`src/rtl/std_pipe_pkg.sv`:
```
// Shared types for the handshaked register slice: per-stage state encoding
// and the occupancy counter width helper.
package std_pipe_pkg;

    typedef enum logic [1:0] {
        EMPTY = 2'd0,
        HALF  = 2'd1,
        FULL  = 2'd2
    } stage_state_t;

    // Enough bits to count 0 .. 2*depth buffered beats.
    function automatic int unsigned occ_width(input int unsigned depth);
        return $clog2(2 * depth + 1);
    endfunction

endpackage

```
`src/rtl/std_regslice_stage.sv`:
```
// One full-throughput register slice stage: main + skid register, 3-state FSM.
// Ports: clk, reset, flush; in_valid/in_ready/in_data; out_valid/out_ready/out_data.
module std_regslice_stage
    import std_pipe_pkg::*;
#(
    parameter int unsigned           DATA_WIDTH  = 32,
    parameter logic [DATA_WIDTH-1:0] RESET_VALUE = {DATA_WIDTH{1'b0}}
) (
    input  logic                  clk,
    input  logic                  reset,
    input  logic                  flush,
    input  logic                  in_valid,
    output logic                  in_ready,
    input  logic [DATA_WIDTH-1:0] in_data,
    output logic                  out_valid,
    input  logic                  out_ready,
    output logic [DATA_WIDTH-1:0] out_data
);

    stage_state_t          state_q, state_d;
    logic [DATA_WIDTH-1:0] main_q, main_d;
    logic [DATA_WIDTH-1:0] skid_q, skid_d;
    logic                  in_fire, out_fire;

    // in_ready comes only from local state, so downstream ready never
    // reaches upstream combinationally.
    assign in_ready  = (state_q != FULL);
    assign out_valid = (state_q != EMPTY);
    assign out_data  = main_q;
    assign in_fire   = in_valid & in_ready;
    assign out_fire  = out_valid & out_ready;

    always_comb begin
        state_d = state_q;
        main_d  = main_q;
        skid_d  = skid_q;
        unique case (state_q)
            EMPTY: begin
                if (in_fire) begin
                    state_d = HALF;
                    main_d  = in_data;
                end
            end
            HALF: begin
                if (in_fire && out_fire) begin
                    main_d = in_data;
                end else if (in_fire) begin
                    state_d = FULL;
                    skid_d  = in_data;
                end else if (out_fire) begin
                    state_d = EMPTY;
                end
            end
            FULL: begin
                if (out_fire) begin
                    state_d = HALF;
                    main_d  = skid_q;
                end
            end
            default: state_d = EMPTY;
        endcase
    end

    // Flush has the same register effect as reset; an input beat
    // handshaked in that cycle is simply not captured.
    always_ff @(posedge clk) begin
        if (reset || flush) begin
            state_q <= EMPTY;
            main_q  <= RESET_VALUE;
            skid_q  <= RESET_VALUE;
        end else begin
            state_q <= state_d;
            main_q  <= main_d;
            skid_q  <= skid_d;
        end
    end

endmodule

```
`src/rtl/std_pipe_regslice.sv`:
```
// DEPTH chained register slice stages with valid/ready handshake and flush.
// Ports: clk, reset, flush; s_valid/s_ready/s_data; m_valid/m_ready/m_data.
// Define STD_PIPE_REGSLICE_OCCUPANCY_EN to add the occupancy output port.
module std_pipe_regslice
    import std_pipe_pkg::*;
#(
    parameter int unsigned           DATA_WIDTH  = 32,
    parameter int unsigned           DEPTH       = 2,
    parameter logic [DATA_WIDTH-1:0] RESET_VALUE = {DATA_WIDTH{1'b0}}
) (
    input  logic                  clk,
    input  logic                  reset,
    input  logic                  flush,
    input  logic                  s_valid,
    output logic                  s_ready,
    input  logic [DATA_WIDTH-1:0] s_data,
    output logic                  m_valid,
    input  logic                  m_ready,
    output logic [DATA_WIDTH-1:0] m_data
`ifdef STD_PIPE_REGSLICE_OCCUPANCY_EN
    ,
    output logic [occ_width(DEPTH)-1:0] occupancy
`endif
);

    if (DEPTH < 1) begin : g_bad_depth
        $error("std_pipe_regslice: DEPTH must be >= 1");
    end

    // Link i is the input of stage i; link DEPTH is the m-side.
    logic [DEPTH:0]        vld;
    logic [DEPTH:0]        rdy;
    logic [DATA_WIDTH-1:0] dat [DEPTH+1];

    assign vld[0]     = s_valid;
    assign dat[0]     = s_data;
    assign s_ready    = rdy[0];
    assign m_valid    = vld[DEPTH];
    assign m_data     = dat[DEPTH];
    assign rdy[DEPTH] = m_ready;

    for (genvar i = 0; i < DEPTH; i++) begin : g_stage
        std_regslice_stage #(
            .DATA_WIDTH  (DATA_WIDTH),
            .RESET_VALUE (RESET_VALUE)
        ) u_stage (
            .clk       (clk),
            .reset     (reset),
            .flush     (flush),
            .in_valid  (vld[i]),
            .in_ready  (rdy[i]),
            .in_data   (dat[i]),
            .out_valid (vld[i+1]),
            .out_ready (rdy[i+1]),
            .out_data  (dat[i+1])
        );
    end

`ifdef STD_PIPE_REGSLICE_OCCUPANCY_EN
    localparam int unsigned OW = occ_width(DEPTH);
    localparam logic [OW-1:0] OCC_MAX = OW'(2 * DEPTH);

    logic s_fire, m_fire;

    assign s_fire = s_valid & s_ready;
    assign m_fire = m_valid & m_ready;

    always_ff @(posedge clk) begin
        if (reset || flush) begin
            occupancy <= '0;
        end else if (s_fire && !m_fire) begin
            occupancy <= occupancy + 1'b1;
        end else if (!s_fire && m_fire) begin
            occupancy <= occupancy - 1'b1;
        end
    end

    a_occ_max : assert property (
        @(posedge clk) disable iff (reset) occupancy <= OCC_MAX
    );
`endif

endmodule
```
`config.mk`:
```
export PLATFORM = sky130hd
export DESIGN_NAME = std_pipe_regslice
export DESIGN_NICKNAME = d
export VERILOG_FILES = /design/src/rtl/std_pipe_pkg.sv /design/src/rtl/std_regslice_stage.sv /design/src/rtl/std_pipe_regslice.sv
export SDC_FILE = /design/constraint.sdc
export NUM_CORES = 1
export LEC_CHECK = 0
export BUFFER_PORTS_ARGS = -buffer_cell sky130_fd_sc_hd__buf_2
export CAP_MARGIN = 20
export CORE_ASPECT_RATIO = 0.8
export CORE_UTILIZATION = 45
export DETAILED_ROUTE_END_ITERATION = 6
export GPL_TIMING_DRIVEN = 0
export SYNTH_ARGS = -nofsm -noshare
export SYNTH_HDL_FRONTEND = slang
export SYNTH_SLANG_ARGS = --single-unit
```
`constraint.sdc`:
```
create_clock -name clk -period 3.1 [get_ports clk]
set_clock_uncertainty 0.15 [all_clocks]
set_input_delay 0.155 -clock clk [delete_from_list [all_inputs] [get_ports clk]]
set_output_delay 0.155 -clock clk [all_outputs]
set_load 0.01 [all_outputs]
```
==> reports/qor.log <==
qor: logic_synthesis.synth.top_cells.by_count 132 x sky130_fd_sc_hd__dfxtp_1, 132 x sky130_fd_sc_hd__nand2_1, 97 x sky130_fd_sc_hd__a21oi_1, 64 x sky130_fd_sc_hd__mux2i_1, 62 x sky130_fd_sc_hd__a211oi_2
qor: timing.timing_hold_violations_final 0
qor: setup_path.ff2ff_setup_slack 0.82 ns
qor: logic_synthesis.dominantRegCellSynth sky130_fd_sc_hd__dfxtp_1
qor: setup_path.critPathMaxFanout 10
qor: drt.drcViolationCount 0
qor: timing.timing.final.crit_period 2.281 ns
qor: cts.cts_num_sinks 132
qor: timing.setup-tns-final 0 ns
qor: logic_synthesis.area_leader_netlist sky130_fd_sc_hd__dfxtp_1
qor: floorplan.initial_utilization 0.4676
qor: cells_and_area.layout-drive-gt1-share 0.3048
qor: cells_and_area.fin_nets 812
qor: setup_path.path_class reg2reg
qor: drt.num_vias 4820
qor: drt.drtPass1Iterations 5
qor: grt.grt_first_pass_wirelength 23400 um
qor: timing.grt_setup_unrepaired no
qor: grt.grtUsageMet3 0.05484
qor: worst_hold_path.hold_path_startpoint s_valid
qor: floorplan.die_area 0.01399 sq mm
qor: floorplan.boundaryPins 71
qor: flow_run.drv.max_cap_violation_count 0
qor: timing.timing_max_transition_violations_final 0
qor: logic_synthesis.yosysSeqAreaShare 0.4344
qor: floorplan.die_y 106.0 um
qor: setup_path.regToRegEndpoint g_stage[1].u_stage.out_data[12]
qor: setup_path.crit-reg2reg-launch g_stage[1].u_stage.state_q[0]
qor: worst_hold_path.min_path_type in2reg
qor: grt.grt_overflow_total 0
qor: logic_synthesis.instance_count_of_the_mapped_netlist 650
qor: setup_path.cp.required 3.20 ns
qor: placement.place.gp.congestion 0.7354
qor: logic_synthesis.synth.top_cells.by_area sky130_fd_sc_hd__dfxtp_1 43%, sky130_fd_sc_hd__a211oi_2 13%, sky130_fd_sc_hd__mux2i_1 11%
qor: timing.clock.fmax 438.4 MHz
qor: placement.detailed_place.area 0.006653 sq mm
qor: cts.numCtsBuffers 17
qor: logic_synthesis.synth.cell_area 0.006083 sq mm
qor: floorplan.area_of_the_core 0.01301 sq mm
qor: power_and_ir_drop.total_leakage_power 0.002976 uW
qor: logic_synthesis.asyncSetResetFlopFracSynth 0
qor: logic_synthesis.synth-edff-count 0
qor: setup_path.worst_setup_path_end_kind flip-flop
qor: setup_path.rr_worst_depth 9
qor: placement.io_buffers 70
qor: cts.cts_tree built
qor: logic_synthesis.post_synthesis_area_per_instance 9.359 sq um
qor: worst_hold_path.hold_depth 4
qor: logic_synthesis.fraction_of_synthesized_cell_area_taken_by_the_top_area_cell_type 0.4344
qor: setup_path.worstPathArrival 2.38 ns
qor: drt.remaining_antenna_violation_count 0
qor: cts.clock_insertion_delay_worst_skew 0.41 ns
qor: grt.grt_start_max_net_pins 17
qor: timing.slew_at_the_pin_with_the_worst_max_slew_slack 0.8058 ns
qor: floorplan.die-width 132.0 um
qor: logic_synthesis.syn_nets 691
qor: floorplan.row_count 37
qor: timing.report.final.setup_viol 0
qor: grt.globalRouteTotalUtil 0.2153
qor: power_and_ir_drop.irDropWorstVdd 383.1 uV
qor: placement.detailed_place_hpwl 10090 um
qor: setup_path.cp-start-kind flip-flop
qor: cells_and_area.finish.instance_area 0.007577 sq mm
qor: drt.wirelength 14420 um
qor: worst_hold_path.worstHoldEndpoint g_stage[0].u_stage.state_q[0]
qor: grt.grt_util_met2 0.3386
qor: cts.cts.reportedPaths.clkPinSlew 0.06 ns
qor: cts.htree_num_levels 4
qor: drt.drt-initial-drc-count 326
qor: logic_synthesis.total_of_flip_flops_plus_latches_after_synthesis 132
qor: outcome.status finished, final reports clean
qor: logic_synthesis.yosysWarningCount 0
qor: drt.drt-vias-per-instance 5.026
qor: grt.grt-busiest-layer met2
qor: timing.slew-limit-headroom 0.4628
qor: grt.antenna_found_initial 0
qor: grt.grt_util_met1 0.2947
qor: cells_and_area.antennaDiodeCount 0
qor: power_and_ir_drop.cellPowerDensity 546.2 mW/mm^2
qor: timing.post-route-period-util 0.7358
qor: cells_and_area.flow.area_growth_from_synthesis 24.56%
qor: logic_synthesis.ys_types 36
qor: drt.avgRoutedWirePerCell 15.04 um
qor: cts.clk_root_buffer_cell sky130_fd_sc_hd__clkbuf_16
qor: cts.clk_path_buf_depth 2
qor: cts.postCtsSetupBuffers 0
qor: grt.via_count_of_the_first_global_routing_pass 4605
[worst max-delay path, cell delays in order, from the launching register on]
cell,delay [ns]
sky130_fd_sc_hd__dfxtp_1,0.38
sky130_fd_sc_hd__inv_1,0.08
sky130_fd_sc_hd__ha_1,0.19
sky130_fd_sc_hd__buf_2,0.16
sky130_fd_sc_hd__o21bai_4,0.20
sky130_fd_sc_hd__o21ai_2,0.33
sky130_fd_sc_hd__and2_1,0.20
sky130_fd_sc_hd__buf_6,0.14
sky130_fd_sc_hd__buf_6,0.18
sky130_fd_sc_hd__a211oi_2,0.08
[cells in the final DEF (no fill, tap or decap), types with 2 or more instances in the layout]
cell / netlist / final
sky130_fd_sc_hd__dfxtp_1: 132 / 132
sky130_fd_sc_hd__nand4_1: 2 / 2
sky130_fd_sc_hd__and3_1: 2 / 2
sky130_fd_sc_hd__nor2_1: 36 / 36
sky130_fd_sc_hd__a21oi_1: 97 / 97
sky130_fd_sc_hd__clkbuf_1: 9 / 12
sky130_fd_sc_hd__ha_1: 4 / 4
sky130_fd_sc_hd__clkinv_2: 0 / 4
sky130_fd_sc_hd__a211oi_1: 4 / 4
sky130_fd_sc_hd__a211oi_2: 62 / 62
sky130_fd_sc_hd__nand2b_1: 3 / 3
sky130_fd_sc_hd__mux2i_1: 64 / 64
sky130_fd_sc_hd__inv_1: 4 / 4
sky130_fd_sc_hd__clkbuf_8: 0 / 3
sky130_fd_sc_hd__dlygate4sd3_1: 0 / 32
sky130_fd_sc_hd__buf_6: 13 / 13
sky130_fd_sc_hd__buf_4: 38 / 38
sky130_fd_sc_hd__buf_2: 21 / 91
sky130_fd_sc_hd__nand3_1: 2 / 2
sky130_fd_sc_hd__bufinv_16: 0 / 3
sky130_fd_sc_hd__nand2_1: 132 / 132
sky130_fd_sc_hd__clkbuf_16: 0 / 17
sky130_fd_sc_hd__buf_1: 7 / 7
[what timing repair did]
item,4_1_cts,5_1_grt
gates resized for setup,0,0
hold buffers,32,0
setup endpoints to repair,0,0
hold endpoints to repair,35,0
[cell type report]
type	count	area [sq um]
repair buffers	102	670.6
clock inverters	9	126.4
plain buffers	88	596.8
flip-flops and latches	132	2643
multi-input cells	426	2829
fillers	1154	5431
clock buffers	23	478.0
inverters	4	15.01
well taps	175	219.0
[how the worst max path moves through the flow]
stage               cells after the start                           from                              end  slack [ns]
floorplan                               9  g_stage[1].u_stage.state_q[0]  g_stage[1].u_stage.out_data[10]        1.23
global placement                        9  g_stage[1].u_stage.state_q[0]  g_stage[1].u_stage.out_data[14]        0.87
detailed placement                      9  g_stage[1].u_stage.state_q[0]  g_stage[1].u_stage.out_data[20]        0.83
CTS                                     9  g_stage[1].u_stage.state_q[0]  g_stage[1].u_stage.out_data[12]        0.82
global route                            8  g_stage[1].u_stage.state_q[0]     g_stage[0].u_stage.skid_q[5]        0.66
finish                                  9  g_stage[1].u_stage.state_q[0]  g_stage[1].u_stage.out_data[12]        0.82
[kinds of logic (layout without fill, tap and decap cells)]
kind of cell	after synthesis	after routing	share of synthesized area
AO/OA/AOI/OAI	172	172	0.2281
XOR/XNOR	1	1	0.001440
adder cells (fa/ha/maj)	4	4	0.008227
buffers and inverters	92	226	0.1006
flip-flops	132	132	0.4344
multiplexers	64	64	0.1053
AND/OR/NAND/NOR	185	185	0.1220
[where the power goes]
group	leakage [uW]	switching, uW	internal (uW)
registers	0.00107	23.3	1730
clock network	0.000297	727	1320
logic	0.00161	189	146
total	0.00298	939	3200
[state kept, by name, summed over array words and instances (netlist names)]
name,cells
g_stage.u_stage.out_data,64
g_stage.u_stage.skid_q,64
g_stage.u_stage.state_q,4
[stage by stage]
step / setup slack, ns / total power [uW] / std cells / hold slack [ns] / util
2_1_floorplan: 1.233 / 1992 / 650 / 0.1410 / -
3_3_place_gp: 0.8689 / 2084 / 895 / 0.2580 / 0.5114
3_5_place_dp: 0.8320 / 2090 / 895 / 0.2653 / 0.5114
4_1_cts: 0.8162 / 4158 / 959 / 0.04936 / 0.5825
5_1_grt: 0.6561 / 4279 / 959 / 0.05591 / 0.5825
6_report: 0.8190 / 4139 / 959 / 0.05547 / 0.5825
[per-layer routing]
metal	share of wire	up-vias
met2	0.46	82
met3	0.038	9
li1	-	2450
met1	0.50	2279
met5	0	-
met4	0.0063	0
Note: power is estimated with default switching activity, not from simulation.
